--- src/rtl/vga_frame_capture.sv ---
// Decodes VGA hs/vs/colour into a raster-addressed pixel stream and keeps a per-frame signature, a frame count and timing error flags.
// Latency: pix_valid and frame_done follow the pins by 2 clk. There is no backpressure; the stream runs at the pixel clock.
module vga_frame_capture #(
    parameter int BPP      = 3,
    parameter int SYNC_POL = 0,
    parameter int H_TOTAL  = 800,
    parameter int H_START  = 144,
    parameter int H_ACTIVE = 640,
    parameter int V_START  = 35,
    parameter int V_ACTIVE = 480,
    parameter int WIDTH_X  = 10,
    parameter int WIDTH_Y  = 10
) (
    input  logic               clk,
    input  logic               reset,
    input  logic               vga_hs,
    input  logic               vga_vs,
    input  logic [BPP-1:0]     vga_color,
    output logic               pix_valid,
    output logic [WIDTH_X-1:0] pix_x,
    output logic [WIDTH_Y-1:0] pix_y,
    output logic [BPP-1:0]     pix_color,
    output logic               frame_done,
    output logic [31:0]        frame_sig,
    output logic [15:0]        frame_count,
    output logic               err_hlen,
    output logic               err_vshort
);

    localparam logic             ACT   = (SYNC_POL != 0);
    localparam logic [WIDTH_X:0] H_LEN = (WIDTH_X+1)'(H_TOTAL);
    localparam logic [WIDTH_X:0] H_LO  = (WIDTH_X+1)'(H_START);
    localparam logic [WIDTH_X:0] H_HI  = (WIDTH_X+1)'(H_START + H_ACTIVE);
    localparam logic [WIDTH_Y:0] V_LO  = (WIDTH_Y+1)'(V_START);
    localparam logic [WIDTH_Y:0] V_HI  = (WIDTH_Y+1)'(V_START + V_ACTIVE);

    typedef enum logic {WAIT_VSYNC, FRAME} state_t;

    state_t             state;
    logic               hs_s1, vs_s1, hs_d, vs_d;
    logic [BPP-1:0]     col_s1;
    logic [WIDTH_X-1:0] hcount, h_cur;
    logic [WIDTH_Y-1:0] vcount, v_cur;
    logic [WIDTH_X:0]   h_len;
    logic [31:0]        sig, sig_next;
    logic               hs_edge, vs_edge, active, frame_end, armed;

    assign hs_edge = (hs_s1 == ACT) && (hs_d != ACT);
    assign vs_edge = (vs_s1 == ACT) && (vs_d != ACT);
    assign h_len   = {1'b0, hcount} + 1'b1;

    // h_cur/v_cur are the coordinates of the pixel currently in s1, so the
    // hs edge cycle itself is column 0.
    always_comb begin
        h_cur = hs_edge ? '0 : ((&hcount) ? hcount : hcount + 1'b1);
        v_cur = vcount;
        if (vs_edge)
            v_cur = '0;
        else if (state == FRAME && hs_edge)
            v_cur = vcount + 1'b1;
    end

    assign active = (state == FRAME)
                 && ({1'b0, h_cur} >= H_LO) && ({1'b0, h_cur} < H_HI)
                 && ({1'b0, v_cur} >= V_LO) && ({1'b0, v_cur} < V_HI);

    assign sig_next  = active ? ({sig[30:0], sig[31]} ^ 32'(col_s1)) : sig;
    assign frame_end = (state == FRAME) && hs_edge && !vs_edge && ({1'b0, v_cur} == V_HI);

    always_ff @(posedge clk) begin
        if (!reset) begin
            state       <= WAIT_VSYNC;
            hs_s1       <= ~ACT;
            vs_s1       <= ~ACT;
            hs_d        <= ~ACT;
            vs_d        <= ~ACT;
            col_s1      <= '0;
            hcount      <= '0;
            vcount      <= '0;
            sig         <= '0;
            armed       <= 1'b0;
            pix_valid   <= 1'b0;
            pix_x       <= '0;
            pix_y       <= '0;
            pix_color   <= '0;
            frame_done  <= 1'b0;
            frame_sig   <= '0;
            frame_count <= '0;
            err_hlen    <= 1'b0;
            err_vshort  <= 1'b0;
        end else begin
            hs_s1  <= vga_hs;
            vs_s1  <= vga_vs;
            col_s1 <= vga_color;
            hs_d   <= hs_s1;
            vs_d   <= vs_s1;
            hcount <= h_cur;
            vcount <= v_cur;
            sig    <= sig_next;

            // The line ending at the first hs edge after reset has no start, so it is not measured.
            if (hs_edge) begin
                armed <= 1'b1;
                if (armed && h_len != H_LEN)
                    err_hlen <= 1'b1;
            end

            pix_valid <= active;
            if (active) begin
                pix_x     <= h_cur - H_LO[WIDTH_X-1:0];
                pix_y     <= v_cur - V_LO[WIDTH_Y-1:0];
                pix_color <= col_s1;
            end

            frame_done <= 1'b0;
            case (state)
                WAIT_VSYNC: begin
                    if (vs_edge) begin
                        state <= FRAME;
                        sig   <= '0;
                    end
                end
                FRAME: begin
                    if (vs_edge) begin
                        err_vshort <= 1'b1;
                        sig        <= '0;
                    end else if (frame_end) begin
                        frame_sig   <= sig_next;
                        frame_done  <= 1'b1;
                        frame_count <= frame_count + 1'b1;
                        state       <= WAIT_VSYNC;
                    end
                end
                default: state <= WAIT_VSYNC;
            endcase
        end
    end

endmodule

--- config.mk ---
export PLATFORM = sky130hd
export DESIGN_NAME = vga_frame_capture
export DESIGN_NICKNAME = d
export VERILOG_FILES = /design/src/rtl/vga_frame_capture.sv
export SDC_FILE = /design/constraint.sdc
export NUM_CORES = 1
export LEC_CHECK = 0
export CAP_MARGIN = 20
export CORE_MARGIN = 2
export CORE_UTILIZATION = 45
export DETAILED_ROUTE_END_ITERATION = 8
export PLACE_DENSITY = 0.68
export SYNTH_ARGS = -nofsm -noshare
export SYNTH_HDL_FRONTEND = slang
export SYNTH_SLANG_ARGS = --single-unit
--- constraint.sdc ---
create_clock -name clk -period 3.4 [get_ports clk]
set_input_delay 1.02 -clock clk [delete_from_list [all_inputs] [get_ports clk]]
set_output_delay 1.02 -clock clk [all_outputs]
set_load 0.05 [all_outputs]
==> reports/metrics.csv, run 1 <==
metric,value,unit
status,finished clean,
CTS tree,built,
pin count of the biggest net entering global routing,37,
Routed wire per std cell,14.7,µm
first-pass GRT wire length,21.9,mm
layout cells sized above 1,0.108,
Area Growth Syn to Fin,29.9,%
Worst Path Max Fanout,23,
I/O pins,82,
Port Buffer Count,81,
register area share after synthesis,0.478,
Clk pwr share,0.496,
antenna violations before repair,0,
DIE WIDTH,116,µm
period utilization,0.914,
CTS Buf Count,17,
Worst Path Arrival,3.40,ns
Post-synth EDFFs,0,
1st-pass router iterations,4,
Leak Pwr,3.10,nW
Worst-Skew Late Latency,0.41,ns
H-tree depth,4,
CTS Hold Bufs,0,
Slew Limit Fails,0,
vias after detailed routing,4637,
Max Cap Viol,0,
Post-Synthesis Cells,622,
Setup WS post-layout,0.293,ns
Final Critical Period,3.11,ns
drt drc,0,
routability cong.,0.944,
routed wire length,13.3,mm
Peak Freq,322,MHz
Diodes inserted,0,
number of synthesized register bits,136,
Clock Tree Root,clkbuf_16,
Final Hold Viols,0,
clock sinks,136,
dpl ws,0.0625,ns
critical setup path kind,reg2reg,
Final HPWL DP,9.07,mm
Mean Syn Cell Area,9.15,µm²
ys flop type,dfxtp_1,
Netlist cell types,50,
combinational share of power,0.025,
Setup crit end kind,register,
Bufs on Longest Clock Path,2,
DRT antenna net count,0,
Setup Skew,0.00498,ns
worst-margin pin slew,0.568,ns
"Setup violations, final",0,
Sequential Power Share,0.479,
RSZ-0062 raised after global routing,false,
Post-Synthesis Cell Area,5690,µm²
Die Ht,116,µm
row cnt,41,
Vias/cell,5.14,
Synthesized Nets,635,
asr flop ratio synth,0,
Design Power,3.37,mW
Switching Share,0.219,
Layout Cells excl Fill,902,
PwrDens,455,nW/µm²
worst hold-check path type,reg2reg,
"Core Util, Final",0.593,
initial core utilization,0.457,
element type at the critical path start,register,
CP Data Required Time,3.69,ns
FF-to-FF setup slack,0.29,ns
fin nets,732,
VDD IR max,0.000326,V
Total GRT Usage,0.207,
core area,12500,µm²
placed cells,871,
die footprint,13600,µm²
vias in the first global route,4540,
Sw Pwr,0.737,mW
total negative slack,0,ns
Yosys warning total,0,
Internal Power,2.63,mW
clk slew on worst S/H paths,0.06,ns
Detailed Route Iter0 Violations,199,
gr ovfl total,0,
max_slew headroom,0.618,
final timing paths:
kind              cells after the start            end          from
hold reg to reg                       2   frame_sig[0]  frame_sig[0]
setup reg to reg                     13  frame_sig[16]     hcount[0]
setup / recovery                     13  frame_sig[16]     hcount[0]
hold / removal                        2   frame_sig[0]  frame_sig[0]
cells in the mapped netlist (2+ instances only):
| cell | count | area, µm² |
|---|---|---|
| a21oi_1 | 44 | 220 |
| or3_1 | 5 | 31.3 |
| nor3_1 | 14 | 70.1 |
| a211oi_1 | 2 | 15.0 |
| nand2b_1 | 13 | 81.3 |
| nor2_1 | 91 | 342 |
| inv_1 | 6 | 22.5 |
| o21bai_1 | 2 | 15.0 |
| xor2_1 | 22 | 193 |
| nand4_1 | 9 | 56.3 |
| nor4_1 | 7 | 43.8 |
| or4_1 | 6 | 45.0 |
| clkbuf_1 | 24 | 90.1 |
| xnor2_1 | 7 | 61.3 |
| nand3_1 | 15 | 75.1 |
| ha_1 | 6 | 75.1 |
| nor4_4 | 3 | 63.8 |
| buf_4 | 8 | 60.1 |
| mux2i_1 | 57 | 571 |
| dfxtp_1 | 136 | 2720 |
| and2_1 | 13 | 81.3 |
| o21ai_0 | 29 | 145 |
| and3_1 | 9 | 56.3 |
| o21ai_1 | 4 | 20.0 |
| nor2b_1 | 6 | 37.5 |
| buf_2 | 2 | 10.0 |
| o31ai_1 | 6 | 45.0 |
| a21boi_0 | 2 | 15.0 |
| a31oi_1 | 5 | 31.3 |
| nand2_1 | 48 | 180 |
| or2_2 | 2 | 12.5 |
timing repair:
item,in CTS,in global routing
hold endpoints to repair,0,0
endpoints found under the setup margin,0,73
gates resized for setup,0,7
setup buffers,0,1
power groups by stage:
stage          Combinational [mW]  Sequential, mW  Clock [mW]
2_1_floorplan              0.0546            1.65           0
3_3_place_gp               0.0838            1.65           0
3_5_place_dp               0.0849            1.65           0
4_1_cts                    0.0850            1.61        1.71
5_1_grt                    0.0934            1.61        1.77
6_report                   0.0849            1.61        1.67
stage by stage:
step / cell area, µm² / hold WS [ns]
floorplan: 5690 / 0.425
detailed placement: 6840 / 0.443
global route: 7400 / 0.472
CTS: 7370 / 0.448
global placement: 6840 / 0.438
finish: 7400 / 0.448
cells by family after synthesis:
family,after synthesis,synth area share
adders and majority gates,6,0.0132
DFF,136,0.478
muxes,58,0.102
xor gates and xnor gates,29,0.0446
buffers and inverters,42,0.0334
AOI/OAI and AO/OA,103,0.109
and+or+nand+nor,248,0.219
cells in the final DEF, fill, tap and decap left out, types with 6 or more instances in the layout:
master           count
nor2_1              91
and2_1              13
o21ai_0             28
inv_1                6
and3_1               9
clkdlybuf4s50_1     80
ha_1                 6
nand2_1             48
buf_4               28
or4_1                6
dfxtp_1            136
clkbuf_16           17
nand2b_1            13
nand3_1             15
nand4_1              9
nor2b_1              6
o31ai_1              6
xor2_1              22
mux2i_1             56
xnor2_1              7
nor3_1              14
nor4_1               6
a21oi_1             42
flip-flops by register name, summed over array words and instances (netlist names), 3 cells and up:
register     cells
vcount          10
pix_y           10
col_s1           3
pix_color        3
hcount          10
frame_sig       32
sig             32
pix_x           10
frame_count     16
per-layer routing:
metal,vias up,track usage,part of all wire
met5,-,0,0
met4,0,0.0841,0.013
met3,12,0.0612,0.045
met2,113,0.335,0.48
met1,2164,0.259,0.46
li1,2348,-,-
area by class of cell:
| cell class | instances | area (µm²) |
|---|---|---|
| multi-input combinational | 444 | 2810 |
| tap | 172 | 215 |
| timing repair buffer | 113 | 1090 |
| clock inverter | 11 | 103 |
| clock buffer | 19 | 433 |
| inverter | 7 | 26.3 |
| fill | 1091 | 5070 |
| sequential | 136 | 2720 |
critical path, cell delays in order (launching register included):
cell and delay [ns]:
dfxtp_1 0.40, ha_1 0.23, and2_2 0.21, nand3_1 0.16, a31oi_1 0.19, inv_1 0.11
ha_1 0.24, o31ai_1 0.16, nor2_1 0.07, or3b_1 0.42, o2111ai_4 0.18, buf_12 0.23
mux2i_2 0.28, a21oi_1 0.10
Note: power is estimated with default switching activity, not from simulation.
==> inputs of run 2 (changes only) <==
--- a/config.mk
+++ b/config.mk
@@ -9,6 +9,7 @@
 export CORE_MARGIN = 2
 export CORE_UTILIZATION = 45
 export DETAILED_ROUTE_END_ITERATION = 8
+export MAX_ROUTING_LAYER = met4
 export PLACE_DENSITY = 0.68
 export SYNTH_ARGS = -nofsm -noshare
 export SYNTH_HDL_FRONTEND = slang
==> run 2 against run 1 <==
Effect of this change: register-to-register slack lost 0.04 ns; via count grew 1.1%; global-route usage grew 1.4 points; first-iteration DRC count grew 23%; sequential share of layout area shrank 0.068 points; critical endpoint is now frame_sig[18]; largest power group unchanged.
==> reports/metrics.csv, run 2 (synthesized netlist as in run 1, its figures left out) <==
metric,value,unit
core area,12500,µm²
Max Cap Viol,0,
pin count of the biggest net entering global routing,37,
critical setup path kind,reg2reg,
vias in the first global route,4695,
vias after detailed routing,4689,
VDD IR max,0.000385,V
routability cong.,0.880,
CP Data Required Time,3.70,ns
total negative slack,0,ns
Setup Skew,0.00903,ns
RSZ-0062 raised after global routing,false,
Worst-Skew Late Latency,0.42,ns
Area Growth Syn to Fin,30.2,%
Worst Path Arrival,3.45,ns
Total GRT Usage,0.221,
Layout Cells excl Fill,900,
Vias/cell,5.21,
drt drc,0,
row cnt,41,
1st-pass router iterations,4,
largest registers,"frame_sig (32), sig (32), frame_count (16)",
max_slew headroom,0.635,
"Setup violations, final",0,
Final Hold Viols,0,
Worst Path Max Fanout,24,
filler instances,1102,
most frequent cells in the layout,"dfxtp_1, nor2_1, clkdlybuf4s50_1",
clock sinks,136,
Setup crit end kind,register,
initial core utilization,0.457,
fin nets,729,
worst r2r dst,frame_sig[18],
Slew Limit Fails,0,
Critical Path End,frame_sig[18],
I/O pins,82,
Die Ht,116,µm
layout cells sized above 1,0.103,
die footprint,13600,µm²
crit path from,vcount[0],
antenna violations before repair,0,
Leak Pwr,3.10,nW
Routed wire per std cell,15.2,µm
worst reg2reg path depth,11,
placed cells,869,
status,finished clean,
Multi-input gate area,2810,µm²
worst-margin pin slew,0.545,ns
CTS tree,built,
PwrDens,464,nW/µm²
Clock Tree Root,clkbuf_16,
worst hold-check path type,reg2reg,
Final HPWL DP,9.30,mm
Bufs on Longest Clock Path,2,
Port Buffer Count,81,
routed wire length,13.6,mm
register area,2720,µm²
reg-to-reg critical path startpoint,vcount[0],
Diodes inserted,0,
DRT antenna net count,0,
first-pass GRT wire length,22.7,mm
clk slew on worst S/H paths,0.06,ns
CTS Buf Count,17,
DIE WIDTH,116,µm
Peak Freq,317,MHz
H-tree depth,4,
Detailed Route Iter0 Violations,244,
FF-to-FF setup slack,0.25,ns
Final Critical Period,3.15,ns
most common library cell in the layout ignoring fill and taps,dfxtp_1,
period utilization,0.927,
Post-CTS Repair Setup Buffers,0,
gr ovfl total,0,
element type at the critical path start,register,
[run 2: changes by cell type in the layout (fill, tap and decap cells not counted), moves of 2 or more]
cell	previous run	this run
buf_4	28	25
clkinv_2	3	0
clkinvlp_4	3	5
inv_6	2	4
[run 2: cell type report]
type / instances / area share
inverters: 7 / 0.00355
flip-flops and latches: 136 / 0.367
clock inverters: 12 / 0.0162
well taps: 172 / 0.0290
repair buffers: 110 / 0.145
clock buffers: 19 / 0.0598
multi-input cells: 444 / 0.379
[run 2: worst min-delay path by stage]
stage	from	end	slack, ns	depth (start not counted)
4_1_cts	frame_sig[7]	frame_sig[7]	0.45	2
2_1_floorplan	vs_s1	vs_d	0.43	1
3_3_place_gp	frame_sig[0]	frame_sig[0]	0.44	2
5_1_grt	frame_sig[12]	frame_sig[12]	0.48	2
6_report	frame_sig[7]	frame_sig[7]	0.45	2
3_5_place_dp	frame_sig[7]	frame_sig[7]	0.44	2
[run 2: per-layer routing]
metal	up-vias	part of all wire	GRT usage
met1	2226	0.45	0.259
met4	0	0.015	0.0738
li1	2344	-	-
met2	102	0.49	0.365
met5	-	0	-
met3	17	0.041	0.0633
[run 2: repair_timing]
action	4_1_cts	5_1_grt
hold endpoints to repair	0	0
gates resized for setup	0	3
hold buffers	0	0
endpoints found under the setup margin	0	44
[run 2: stage by stage]
step	util	hold WS (ns)	power (mW)	setup slack (ns)	area, µm²
after global routing	0.594	0.477	3.55	0.0117	7410
after floorplan	-	0.425	1.70	0.474	5690
after CTS	0.593	0.451	3.47	0.136	7400
after detailed placement	0.548	0.442	1.73	0.172	6830
final	0.594	0.448	3.44	0.249	7410
after global placement	0.548	0.439	1.73	0.206	6830
[run 2: worst max-delay path, cell delays in order (launching register included)]
cell and delay (ns):
dfxtp_1 0.43, ha_1 0.22, nand4b_1 0.24, or4_1 0.46
a21oi_1 0.18, or3_1 0.34, nor4_1 0.10, buf_4 0.15
o2111ai_4 0.30, buf_12 0.24, mux2i_1 0.27, a21oi_1 0.10
[run 2: where the power goes]
part	total [mW]	internal [mW]	leakage, nW	switching [mW]
sequential	1.61	1.60	1.10	0.00929
combinational	0.0854	0.0287	1.75	0.0568
clock	1.74	1.03	0.259	0.710
==> inputs of run 3 (changes only) <==
--- a/config.mk
+++ b/config.mk
@@ -8,6 +8,7 @@
 export CAP_MARGIN = 20
 export CORE_MARGIN = 2
 export CORE_UTILIZATION = 45
+export CTS_CLUSTER_DIAMETER = 40
 export DETAILED_ROUTE_END_ITERATION = 8
 export MAX_ROUTING_LAYER = met4
 export PLACE_DENSITY = 0.68
==> results of run 3 <==
The final DEF is identical to that of run 2; final timing and power are the same.
